### src/rtl/spi_master_multi_cs_if.sv
// Host-side control/status bundle plus the SPI pins of spi_master_multi_cs.
// The master modport is the SPI master itself; slave is whoever drives the config and pins.
interface spi_master_multi_cs_if #(
  parameter int unsigned DATA_W    = 8,
  parameter int unsigned NUM_CS    = 4,
  parameter int unsigned CLK_DIV_W = 8
);
  localparam int unsigned SEL_W  = (NUM_CS > 1) ? $clog2(NUM_CS) : 1;
  localparam int unsigned BITS_W = $clog2(DATA_W + 1);

  logic                 i_en;
  logic                 i_cpol;
  logic                 i_cpha;
  logic                 i_lsb_first;
  logic [SEL_W-1:0]     i_cs_sel;
  logic [CLK_DIV_W-1:0] i_clk_div;
  logic [DATA_W-1:0]    i_data_master;
  logic                 i_clr_flg;
  logic                 i_MISO;
  logic                 o_MOSI;
  logic                 o_SCK;
  logic [NUM_CS-1:0]    o_CS;
  logic [DATA_W-1:0]    o_data_rx;
  logic                 o_busy;
  logic                 o_done_flg;
  logic [BITS_W-1:0]    o_bits;

  modport master (
    input  i_en, i_cpol, i_cpha, i_lsb_first, i_cs_sel, i_clk_div, i_data_master,
           i_clr_flg, i_MISO,
    output o_MOSI, o_SCK, o_CS, o_data_rx, o_busy, o_done_flg, o_bits
  );

  modport slave (
    output i_en, i_cpol, i_cpha, i_lsb_first, i_cs_sel, i_clk_div, i_data_master,
           i_clr_flg, i_MISO,
    input  o_MOSI, o_SCK, o_CS, o_data_rx, o_busy, o_done_flg, o_bits
  );
endinterface

### src/rtl/spi_master_multi_cs.sv
// SPI master: four CPOL/CPHA modes, MSB/LSB first, N active-low chip selects,
// programmable SCK divider and CS setup/hold guard times; sticky done flag.
module spi_master_multi_cs #(
  parameter int unsigned DATA_W    = 8,
  parameter int unsigned NUM_CS    = 4,
  parameter int unsigned CLK_DIV_W = 8,
  parameter int unsigned CS_SETUP  = 2,
  parameter int unsigned CS_HOLD   = 2
) (
  input logic                   i_clk,
  input logic                   i_rst,
  spi_master_multi_cs_if.master bus
);
  localparam int unsigned SEL_W     = (NUM_CS > 1) ? $clog2(NUM_CS) : 1;
  localparam int unsigned SEL_CMP_W = SEL_W + 1;
  localparam int unsigned BITS_W    = $clog2(DATA_W + 1);
  localparam int unsigned EDGE_W    = $clog2(2 * DATA_W);
  localparam int unsigned GUARD_MAX = (CS_SETUP > CS_HOLD) ? CS_SETUP : CS_HOLD;
  localparam int unsigned GUARD_W   = $clog2(GUARD_MAX + 1);

  typedef enum logic [1:0] {IDLE, SETUP, XFER, HOLD} state_e;

  state_e               state_q, state_d;
  logic                 cpol_q, cpol_d, cpha_q, cpha_d, lsb_q, lsb_d;
  logic [CLK_DIV_W-1:0] div_q, div_d, div_cnt_q, div_cnt_d;
  logic [EDGE_W-1:0]    edge_q, edge_d;
  logic [GUARD_W-1:0]   guard_q, guard_d;
  logic [DATA_W-1:0]    tx_q, tx_d, rx_q, rx_d, data_rx_q, data_rx_d;
  logic                 sck_q, sck_d, mosi_q, mosi_d, busy_q, busy_d, done_q, done_d;
  logic [NUM_CS-1:0]    cs_q, cs_d;
  logic [BITS_W-1:0]    bits_q, bits_d;
  logic                 start_c, sample_c, last_edge_c;

  assign start_c     = bus.i_en && ({1'b0, bus.i_cs_sel} < SEL_CMP_W'(NUM_CS));
  // Even edge index is the leading edge; cpha selects which edge samples.
  assign sample_c    = (edge_q[0] == 1'b0) ^ cpha_q;
  assign last_edge_c = (edge_q == EDGE_W'(2 * DATA_W - 1));

  always_comb begin
    state_d   = state_q;
    cpol_d    = cpol_q;
    cpha_d    = cpha_q;
    lsb_d     = lsb_q;
    div_d     = div_q;
    div_cnt_d = div_cnt_q;
    edge_d    = edge_q;
    guard_d   = guard_q;
    tx_d      = tx_q;
    rx_d      = rx_q;
    data_rx_d = data_rx_q;
    sck_d     = sck_q;
    mosi_d    = mosi_q;
    busy_d    = busy_q;
    done_d    = done_q;
    cs_d      = cs_q;
    bits_d    = bits_q;

    if (bus.i_clr_flg) done_d = 1'b0;

    unique case (state_q)
      IDLE: begin
        cs_d  = '1;
        sck_d = cpol_q;
        if (start_c) begin
          cpol_d    = bus.i_cpol;
          cpha_d    = bus.i_cpha;
          lsb_d     = bus.i_lsb_first;
          div_d     = bus.i_clk_div;
          tx_d      = bus.i_data_master;
          rx_d      = '0;
          bits_d    = '0;
          div_cnt_d = '0;
          edge_d    = '0;
          guard_d   = '0;
          busy_d    = 1'b1;
          sck_d     = bus.i_cpol;
          cs_d      = ~(NUM_CS'(1) << bus.i_cs_sel);
          state_d   = SETUP;
          // cpha=0 needs the first bit on the line before the leading edge.
          if (!bus.i_cpha) begin
            mosi_d = bus.i_lsb_first ? bus.i_data_master[0] : bus.i_data_master[DATA_W-1];
            tx_d   = bus.i_lsb_first ? (bus.i_data_master >> 1) : (bus.i_data_master << 1);
          end
        end
      end
      SETUP: begin
        guard_d = guard_q + 1'b1;
        if (guard_q == GUARD_W'(CS_SETUP - 1)) begin
          guard_d = '0;
          state_d = XFER;
        end
      end
      XFER: begin
        if (div_cnt_q == div_q) begin
          div_cnt_d = '0;
          sck_d     = ~sck_q;
          edge_d    = edge_q + 1'b1;
          if (sample_c) begin
            rx_d   = lsb_q ? {bus.i_MISO, rx_q[DATA_W-1:1]} : {rx_q[DATA_W-2:0], bus.i_MISO};
            bits_d = bits_q + 1'b1;
          end else if (!last_edge_c) begin
            mosi_d = lsb_q ? tx_q[0] : tx_q[DATA_W-1];
            tx_d   = lsb_q ? (tx_q >> 1) : (tx_q << 1);
          end
          if (last_edge_c) begin
            guard_d = '0;
            state_d = HOLD;
          end
        end else begin
          div_cnt_d = div_cnt_q + 1'b1;
        end
      end
      HOLD: begin
        sck_d   = cpol_q;
        guard_d = guard_q + 1'b1;
        if (guard_q == GUARD_W'(CS_HOLD - 1)) begin
          cs_d      = '1;
          data_rx_d = rx_q;
          done_d    = 1'b1;
          busy_d    = 1'b0;
          state_d   = IDLE;
        end
      end
      default: state_d = IDLE;
    endcase
  end

  always_ff @(posedge i_clk) begin
    if (!i_rst) begin
      state_q   <= IDLE;
      cpol_q    <= 1'b0;
      cpha_q    <= 1'b0;
      lsb_q     <= 1'b0;
      div_q     <= '0;
      div_cnt_q <= '0;
      edge_q    <= '0;
      guard_q   <= '0;
      tx_q      <= '0;
      rx_q      <= '0;
      data_rx_q <= '0;
      sck_q     <= 1'b0;
      mosi_q    <= 1'b0;
      busy_q    <= 1'b0;
      done_q    <= 1'b0;
      cs_q      <= '1;
      bits_q    <= '0;
    end else begin
      state_q   <= state_d;
      cpol_q    <= cpol_d;
      cpha_q    <= cpha_d;
      lsb_q     <= lsb_d;
      div_q     <= div_d;
      div_cnt_q <= div_cnt_d;
      edge_q    <= edge_d;
      guard_q   <= guard_d;
      tx_q      <= tx_d;
      rx_q      <= rx_d;
      data_rx_q <= data_rx_d;
      sck_q     <= sck_d;
      mosi_q    <= mosi_d;
      busy_q    <= busy_d;
      done_q    <= done_d;
      cs_q      <= cs_d;
      bits_q    <= bits_d;
    end
  end

  assign bus.o_MOSI     = mosi_q;
  assign bus.o_SCK      = sck_q;
  assign bus.o_CS       = cs_q;
  assign bus.o_data_rx  = data_rx_q;
  assign bus.o_busy     = busy_q;
  assign bus.o_done_flg = done_q;
  assign bus.o_bits     = bits_q;
endmodule

### src/flat_wrapper.sv
// flat-port wrapper written by rule: the top's interface ports become plain ports
module spi_master_multi_cs_flat 
#(
  parameter int unsigned DATA_W    = 8,
  parameter int unsigned NUM_CS    = 4,
  parameter int unsigned CLK_DIV_W = 8,
  parameter int unsigned CS_SETUP  = 2,
  parameter int unsigned CS_HOLD   = 2
)
  (i_clk, i_rst, bus_i_en, bus_i_cpol, bus_i_cpha, bus_i_lsb_first, bus_i_cs_sel, bus_i_clk_div, bus_i_data_master, bus_i_clr_flg, bus_i_MISO, bus_o_MOSI, bus_o_SCK, bus_o_CS, bus_o_data_rx, bus_o_busy, bus_o_done_flg, bus_o_bits);
  spi_master_multi_cs_if #(.DATA_W(DATA_W), .NUM_CS(NUM_CS), .CLK_DIV_W(CLK_DIV_W)) bus_i ();
  input logic i_clk;
  input logic i_rst;
  input wire logic [$bits(bus_i.i_en)-1:0] bus_i_en;
  input wire logic [$bits(bus_i.i_cpol)-1:0] bus_i_cpol;
  input wire logic [$bits(bus_i.i_cpha)-1:0] bus_i_cpha;
  input wire logic [$bits(bus_i.i_lsb_first)-1:0] bus_i_lsb_first;
  input wire logic [$bits(bus_i.i_cs_sel)-1:0] bus_i_cs_sel;
  input wire logic [$bits(bus_i.i_clk_div)-1:0] bus_i_clk_div;
  input wire logic [$bits(bus_i.i_data_master)-1:0] bus_i_data_master;
  input wire logic [$bits(bus_i.i_clr_flg)-1:0] bus_i_clr_flg;
  input wire logic [$bits(bus_i.i_MISO)-1:0] bus_i_MISO;
  output wire logic [$bits(bus_i.o_MOSI)-1:0] bus_o_MOSI;
  output wire logic [$bits(bus_i.o_SCK)-1:0] bus_o_SCK;
  output wire logic [$bits(bus_i.o_CS)-1:0] bus_o_CS;
  output wire logic [$bits(bus_i.o_data_rx)-1:0] bus_o_data_rx;
  output wire logic [$bits(bus_i.o_busy)-1:0] bus_o_busy;
  output wire logic [$bits(bus_i.o_done_flg)-1:0] bus_o_done_flg;
  output wire logic [$bits(bus_i.o_bits)-1:0] bus_o_bits;
  assign bus_i.i_en = bus_i_en;
  assign bus_i.i_cpol = bus_i_cpol;
  assign bus_i.i_cpha = bus_i_cpha;
  assign bus_i.i_lsb_first = bus_i_lsb_first;
  assign bus_i.i_cs_sel = bus_i_cs_sel;
  assign bus_i.i_clk_div = bus_i_clk_div;
  assign bus_i.i_data_master = bus_i_data_master;
  assign bus_i.i_clr_flg = bus_i_clr_flg;
  assign bus_i.i_MISO = bus_i_MISO;
  assign bus_o_MOSI = bus_i.o_MOSI;
  assign bus_o_SCK = bus_i.o_SCK;
  assign bus_o_CS = bus_i.o_CS;
  assign bus_o_data_rx = bus_i.o_data_rx;
  assign bus_o_busy = bus_i.o_busy;
  assign bus_o_done_flg = bus_i.o_done_flg;
  assign bus_o_bits = bus_i.o_bits;
  spi_master_multi_cs #(.DATA_W(DATA_W), .NUM_CS(NUM_CS), .CLK_DIV_W(CLK_DIV_W), .CS_SETUP(CS_SETUP), .CS_HOLD(CS_HOLD)) u_core (.i_clk(i_clk), .i_rst(i_rst), .bus(bus_i));
endmodule
### config.mk
export PLATFORM = sky130hd
export DESIGN_NAME = spi_master_multi_cs_flat
export DESIGN_NICKNAME = d
export VERILOG_FILES = /design/src/rtl/spi_master_multi_cs_if.sv /design/src/rtl/spi_master_multi_cs.sv /design/src/flat_wrapper.sv
export SDC_FILE = /design/constraint.sdc
export NUM_CORES = 1
export LEC_CHECK = 0
export BUFFER_PORTS_ARGS = -buffer_cell sky130_fd_sc_hd__buf_2
export CORE_MARGIN = 1.5
export CORE_UTILIZATION = 40
export DETAILED_ROUTE_END_ITERATION = 8
export PLACE_DENSITY = 0.71
export SYNTH_ARGS = -nofsm -noshare
export SYNTH_HDL_FRONTEND = slang
export SYNTH_SLANG_ARGS = --single-unit
### constraint.sdc
create_clock -name i_clk -period 3.2 [get_ports i_clk]
set_input_delay 0.64 -clock i_clk [delete_from_list [all_inputs] [get_ports i_clk]]
set_output_delay 0.64 -clock i_clk [all_outputs]
set_load 0.1 [all_outputs]
Yosys cells after proc, flatten, opt, wreduce, memory -nomap -nowiden
Cells that the tools add are included.
{"block": "op_classes", "mux": 52, "n_shift": 1, "bitwise": 4, "n_eq_ne": 15, "n_addsub": 4, "reduce_logical": 16}
{"operator": "$mux W8", "count": 12}
{"operator": "$pmux W8 S2", "count": 3}
{"operator": "$mux W4", "count": 6}
{"operator": "$pmux W4 S2", "count": 3}
{"operator": "$mux W2", "count": 9}
{"operator": "$pmux W2 S4", "count": 2}
{"operator": "$mux W1", "count": 14}
{"operator": "$ne A2 B1 Y1 const B", "count": 5}
{"operator": "$reduce_and A2 Y1", "count": 5}
{"operator": "$reduce_and A5 Y1", "count": 2}
{"operator": "$reduce_and A3 Y1", "count": 3}
{"operator": "$add A4 B1 Y4 const B", "count": 2}
{"operator": "$add A8 B1 Y8 const B", "count": 1}
{"operator": "$eq A8 B8 Y1", "count": 1}
{"operator": "$ne A2 B2 Y1 const B", "count": 4}
{"operator": "$reduce_and A6 Y1", "count": 1}
{"operator": "$eq A2 B1 Y1 const B", "count": 2}
{"operator": "$eq A2 B2 Y1 const B", "count": 2}
{"operator": "$eq A4 B4 Y1 const B", "count": 1}
{"operator": "$not A4 Y4", "count": 1}
{"operator": "$pmux W1 S2", "count": 2}
{"operator": "$reduce_and A4 Y1", "count": 1}
{"operator": "$reduce_bool A2 Y1", "count": 2}
{"operator": "$shl A1 B2 Y4 const A", "count": 1}
{"operator": "6 further kinds", "count": 7}
{"block": "word_totals", "register_bits": 63, "word_cells": 109, "in_bits": 26}

Longest topological paths before layout
Gate-level depths: netlist of the first run.
{"block": "depth", "ltp_word": 5, "depth_mapped": 9}

Worst setup path before layout of the first run
Ideal clock, no wire load.
{"block": "synth_path", "path_kind": "flip-flop to flip-flop", "startpoint": "register u_core.state_q[0]", "endpoint": "register u_core.rx_q[5]", "synth_period_minus_slack_ns": 1.877, "setup_slack_ns": 1.323, "t_arrival_ns": 1.806, "path_stages_with_launch": 10, "path_buffers": 2, "required_ns": 3.129, "cell_sequence": "dfxtp_1 inv_1 ha_1 clkbuf_1 mux2i_1 nand2_1 nand2_1 o31a_1 buf_6 o2bb2ai_1"}
{"block": "synth_between", "elab_chain_len": 3, "word_cells_on_any_way": 8, "cone_classes": "eq/ne (4); mux (1); reduce/logical (3)"}
{"item": "start: declaration", "line": "spi_master_multi_cs.sv:23", "rtl": "state_e state_q, state_d;"}
{"item": "start signal: assignment", "line": "spi_master_multi_cs.sv:148", "rtl": "state_q <= state_d;"}
{"item": "$eq A2 B2 Y1 or $logic_not A2 Y1 (tied branches)", "line": "spi_master_multi_cs.sv:60", "rtl": "unique case (state_q)"}
{"item": "$ne A2 B1 Y1 (no line) (tied with other cells)"}
{"item": "$reduce_and A4 Y1 (no line)"}
{"item": "end signal: assignment", "line": "spi_master_multi_cs.sv:157", "rtl": "rx_q <= rx_d;"}
{"item": "end: declaration", "line": "spi_master_multi_cs.sv:28", "rtl": "logic [DATA_W-1:0] tx_q, tx_d, rx_q, rx_d, data_rx_q, data_rx_d;"}
Parallel ways exist; a longest one is shown, timed or not.
A chain may end at the register's enable or synchronous reset.

Final worst setup path of the first run
{"block": "layout_path", "startpoint": "register u_core.state_q[0]", "endpoint": "register u_core.rx_q[7]"}
The elaborated chain is that of the path after synthesis.

==> results.json, run 1 <==
{
  "status": "finished, final reports clean",
  "fin_nets": 452,
  "seq_area_mm2": 0.00126,
  "clock_sinks": 63,
  "post_cts_buffers": 0,
  "syn-num-nets": 415,
  "worst_r2r_endpoint": "u_core.rx_q[7]$_SDFFE_PN0P_",
  "wl_per_cell_um": 14.0,
  "multi_input_area_mm2": 0.00177,
  "gp_congestion": 0.840,
  "ir_worst_vdd_uv": 402,
  "crit_fanout": 10,
  "postSynthAreaPerCell_um2": 8.32,
  "cp-endpoint": "u_core.rx_q[7]$_SDFFE_PN0P_",
  "drtIter0Drc": 197,
  "reg2reg_depth": 7,
  "ant_nets": 0,
  "postCtsHoldBufs": 0,
  "grt_max_degree": 31,
  "critical_path_cell_count": 7,
  "p_per_area_mw_per_mm2": 744,
  "hpwl_mm": 5.19,
  "tns_ps": 0,
  "seq_area_frac_synth_pct": 39.9,
  "ys_top_cells_by_count": "75 x nand2_1, 63 x dfxtp_1, 27 x a21oi_1",
  "cts_root_buffer": "clkbuf_8",
  "yosys.cell_count.top_type": "nand2_1",
  "antennaDiodeCount": 0,
  "syn_inst": 380,
  "dieArea_mm2": 0.00845,
  "rrSetupSlack_ps": 930,
  "antenna_found_initial": 0,
  "r2r_start": "u_core.state_q[0]$_SDFFE_PN0P_",
  "maxSlewHeadroom_pct": 36.2,
  "yosys-top-cells-area": "dfxtp_1 40%, nand2_1 8.9%, mux2i_1 7.9%",
  "htreeDepth": 3,
  "coreArea_mm2": 0.00769,
  "nFillCells": 773,
  "rsz0062_at_grt": "no",
  "die_w_um": 91.9,
  "grt_pass1_vias": 2579,
  "critPathMaxStageDelay_ps": 570,
  "crit_buf_inv": 1,
  "dr_total_vias": 2832,
  "synth_area_leader_cell": "dfxtp_1",
  "arrival_ps": 2530,
  "yosysWarnings": 0,
  "drv_slew": 0,
  "grt_use_total_pct": 18.2,
  "worstPathCellList": "inv_1 -> ha_1 -> mux2i_1 -> nand2_1 -> nand2_1 -> o31a_1 -> o2bb2ai_1",
  "drv_cap": 0,
  "drc": 0,
  "min_path_type": "flop to flop",
  "synth_area_mm2": 0.00316,
  "fin_crit_ps": 2270,
  "ys_types": 43,
  "drt_wl_total_mm": 7.36,
  "tightest_slew_ps": 955,
  "hold_violations": 0,
  "area_growth_pct": 15.5,
  "path_delay_family": "multiplexers",
  "cts_resized": 0,
  "yosysTopAreaCellShare_pct": 39.9,
  "p_leak_nw": 1.45,
  "grt_overflow": 0,
  "portBuffers": 45,
  "cts_buffers": 9,
  "via_per_inst": 5.40,
  "cp-startpoint": "u_core.state_q[0]$_SDFFE_PN0P_",
  "dr.pass1.iters": 4,
  "ios": 46,
  "rows": 32,
  "cts.path.max_buffers": 2,
  "timing.clock.skew_ps": 6.58,
  "cts_tree": "yes",
  "start_kind": "flop",
  "cp-end-kind": "flop",
  "synth_edf_count": 0,
  "grt_pass1_wl_mm": 12.1,
  "setup_viol": 0,
  "initial_core_util_pct": 41.1,
  "critical_path_required_ps": 3470,
  "cp_slowest_cell": "mux2i_1",
  "min_period_over_period_pct": 70.8,
  "ys.flop_type": "dfxtp_1",
  "clk_latency_ps": 350,
  "async_flop_share_pct": 0,
  "fmax_mhz": 441,
  "drive_above_1_share_pct": 16.6,
  "p_total_w": 0.00272,
  "clk_pin_slew_ps": 70,
  "critPathKind": "flop to flop",
  "crit_top_cell": "nand2_1",
  "die_y_um": 91.9,
  "ys_ff_latch": 63
}
[cells by family (layout without fill, tap and decap cells)]
kind of cell / after synthesis / after routing / share of synthesized area, %
muxes: 26 / 26 / 8.27
buffers and inverters: 33 / 75 / 4.27
AOI/OAI and AO/OA: 92 / 92 / 19.1
DFF: 63 / 63 / 39.9
and+or+nand+nor: 142 / 142 / 20.8
xor gates and xnor gates: 15 / 15 / 4.15
adders and majority gates: 9 / 9 / 3.56
[cell usage in the layout (no fill, tap or decap), types with 8 or more instances in the layout]
cell       instances
a21oi_1           27
nor2_1            18
xor2_1            12
mux2i_1           25
ha_1               9
clkbuf_8           9
inv_1             11
nand2_1           75
dfxtp_1           63
nand3_1           23
buf_2             45
o21ai_0           24
o2bb2ai_1          9
o211ai_1           8
[metrics by stage]
stage | hold slack (ps) | setup slack [ps] | instance area (um^2) | utilization [%] | std cells
after global placement | 442 | 962 | 3440 | 44.8 | 508
after detailed placement | 449 | 970 | 3440 | 44.8 | 508
after global routing | 476 | 631 | 3650 | 47.5 | 524
after floorplan | 430 | 1320 | 3160 | - | 380
after CTS | 463 | 956 | 3650 | 47.5 | 524
final | 458 | 935 | 3650 | 47.5 | 524
[state kept, by name (all words and copies together) (netlist names)]
register	count
u_core.bus.o_data_rx	8
u_core.div_cnt_q	8
u_core.div_q	8
u_core.rx_q	8
u_core.tx_q	8
u_core.bus.o_CS	4
u_core.bus.o_bits	4
u_core.edge_q	4
u_core.guard_q	2
u_core.state_q	2
u_core.bus.o_MOSI	1
u_core.bus.o_SCK	1
u_core.bus.o_busy	1
u_core.bus.o_done_flg	1
u_core.cpha_q	1
u_core.cpol_q	1
u_core.lsb_q	1
[area by class of cell]
type | instances | share of cell area [%]
clock buffers | 10 | 3.49
inverters | 12 | 1.23
flip-flops and latches | 63 | 34.5
clock inverters | 6 | 2.33
repair buffers | 47 | 6.58
multi-input cells | 284 | 48.4
well taps | 102 | 3.49
[report_power, final]
group,switching (W),leakage [nW],internal [W]
registers,0.0000970,0.512,0.000884
clock network,0.000314,0.102,0.000435
logic,0.000683,0.840,0.000305
[tightest hold or removal path, stage by stage (launching register included)]
cell	delay (ps)
dfxtp_1	310
nand2_1	50
a21oi_1	50
[metal layers]
metal / vias to the layer above / track usage, % / part of all wire, %
met5: - / 0 / 0
met4: 0 / 9.36 / 2.5
met3: 15 / 2.74 / 3.9
met2: 55 / 28.9 / 46
met1: 1349 / 24.0 / 48
li1: 1413 / - / -
[worst min-delay path by stage]
stage | cells past startpoint | end | from
floorplan | 1 | u_core.edge_q[3]$_SDFFE_PN0P_ | u_core.edge_q[3]$_SDFFE_PN0P_
global placement | 2 | u_core.bus.o_data_rx[5]$_SDFFE_PN0P_ | u_core.bus.o_data_rx[5]$_SDFFE_PN0P_
detailed placement | 2 | u_core.bus.o_data_rx[1]$_SDFFE_PN0P_ | u_core.bus.o_data_rx[1]$_SDFFE_PN0P_
CTS | 2 | u_core.bus.o_data_rx[5]$_SDFFE_PN0P_ | u_core.bus.o_data_rx[5]$_SDFFE_PN0P_
global route | 2 | u_core.bus.o_MOSI$_SDFFE_PN0P_ | u_core.bus.o_MOSI$_SDFFE_PN0P_
finish | 2 | u_core.bus.o_data_rx[2]$_SDFFE_PN0P_ | u_core.bus.o_data_rx[2]$_SDFFE_PN0P_
(Power assumes the default switching activity.)
==> inputs of run 2 (changes only) <==
==> constraint.sdc (replaced) <==
create_clock -name i_clk -period 2.1 [get_ports i_clk]
set_input_delay 0.42 -clock i_clk [delete_from_list [all_inputs] [get_ports i_clk]]
set_output_delay 0.42 -clock i_clk [all_outputs]
set_load 0.1 [all_outputs]
==> results.json, run 2 (synthesized netlist as in run 1, its figures left out) <==
{
  "status": "finished, final reports clean",
  "antennaDiodeCount": 0,
  "wl_per_cell_um": 13.5,
  "coreArea_mm2": 0.00769,
  "drt_wl_total_mm": 7.27,
  "final_cell_mix": "75 x nand2_1, 63 x dfxtp_1, 45 x buf_2",
  "cts_tree": "yes",
  "gp_congestion": 0.851,
  "cts_buffers": 9,
  "p_per_area_mw_per_mm2": 1160,
  "cts.path.max_buffers": 2,
  "p_sw_share_pct": 37.4,
  "tightest_slew_ps": 496,
  "start_kind": "flop",
  "clk_latency_ps": 350,
  "via_per_inst": 5.22,
  "drtIter0Drc": 151,
  "grt_overflow": 0,
  "dr_total_vias": 2807,
  "cp-end-kind": "flop",
  "setup_viol": 0,
  "ir_worst_vdd_uv": 646,
  "htreeDepth": 3,
  "ant_nets": 0,
  "postCtsHoldBufs": 0,
  "crit_fanout": 16,
  "drv_slew": 0,
  "hpwl_mm": 5.29,
  "drv_cap": 0,
  "combPwrFrac_pct": 37.3,
  "rsz0062_at_grt": "no",
  "die_y_um": 91.9,
  "maxSlewHeadroom_pct": 67.2,
  "intPower_w": 0.00277,
  "grt_max_degree": 20,
  "nFillCells": 760,
  "final_common_cell": "nand2_1",
  "instances_no_fill": 538,
  "portBuffers": 45,
  "die_w_um": 91.9,
  "power.switching_w": 0.00165,
  "dieArea_mm2": 0.00845,
  "dp.cells": 523,
  "min_path_type": "input port to flop",
  "cts_resized": 0,
  "fin_nets": 467,
  "dr.pass1.iters": 4,
  "ios": 46,
  "clock_sinks": 63,
  "antenna_found_initial": 0,
  "post_cts_buffers": 0,
  "timing.clock.skew_ps": 7.00,
  "fin_crit_ps": 1840,
  "area_growth_pct": 20.1,
  "arrival_ps": 2100,
  "p_leak_nw": 1.55,
  "drive_above_1_share_pct": 19.3,
  "initial_core_util_pct": 41.1,
  "power.share.clock_pct": 29.5,
  "cts_root_buffer": "clkbuf_8",
  "grt_pass1_wl_mm": 11.9,
  "drc": 0,
  "fmax_mhz": 544,
  "grt_pass1_vias": 2575,
  "critical_path_required_ps": 2360,
  "rows": 32,
  "min_period_over_period_pct": 87.6,
  "hold_violations": 0,
  "grt_use_total_pct": 17.9,
  "critPathKind": "flop to flop",
  "clk_pin_slew_ps": 70,
  "tns_ps": 0,
  "power.sequential.fraction_pct": 33.2
}
run 2: final cells by class:
type / count / area [um^2] / share of cell area (%)
multi-input combinational: 284 / 1770 / 46.5
sequential: 63 / 1260 / 33.2
timing repair buffer: 62 / 353 / 9.29
clock buffer: 12 / 155 / 4.08
tap: 102 / 128 / 3.36
clock inverter: 3 / 90.1 / 2.37
inverter: 12 / 45.0 / 1.19
run 2: power by group through the flow:
stage / clock network, W / logic (W) / registers (W)
global placement: 0 / 0.00160 / 0.00148
global route: 0.00138 / 0.00181 / 0.00148
detailed placement: 0 / 0.00163 / 0.00149
finish: 0.00130 / 0.00165 / 0.00147
CTS: 0.00132 / 0.00164 / 0.00147
floorplan: 0 / 0.00105 / 0.00167
run 2: per-layer routing:
layer  wire length (um)  part of all wire [%]  vias up  global-route usage (%)
li1                   -                     -     1438                       -
met1               3470                    48     1298                    23.7
met2               3340                    46       54                    26.9
met3                272                   3.7       17                    3.65
met4                194                   2.7        0                    10.1
met5                  0                     0        -                       0
run 2: worst max-delay path, stage by stage (launching register included):
cell,delay (ps)
dfxtp_1,380
inv_1,80
ha_1,280
mux2_2,330
a41oi_4,370
a311oi_1,100
a211oi_1,210
run 2: path summary, 6_finish.rpt:
check,to,from,slack [ps],cells past startpoint
setup reg to reg,u_core.tx_q[0]$_SDFFE_PN0P_,u_core.state_q[0]$_SDFFE_PN0P_,260,6
hold / removal,u_core.div_q[7]$_SDFFE_PN0P_,bus_i_clk_div[7],310,3
setup / recovery,u_core.tx_q[0]$_SDFFE_PN0P_,u_core.state_q[0]$_SDFFE_PN0P_,260,6
hold reg to reg,u_core.bus.o_data_rx[5]$_SDFFE_PN0P_,u_core.bus.o_data_rx[5]$_SDFFE_PN0P_,450,2
run 2: metrics by stage:
step / setup WS, ps / hold WS (ps) / total power, W / utilization (%) / cell area (um^2)
global placement: 329 / 445 / 0.00308 / 46.2 / 3550
floorplan: 223 / 430 / 0.00272 / - / 3160
finish: 260 / 313 / 0.00442 / 49.4 / 3800
CTS: 270 / 304 / 0.00443 / 49.4 / 3800
global route: 58.4 / 313 / 0.00467 / 49.4 / 3800
detailed placement: 277 / 444 / 0.00312 / 46.2 / 3550
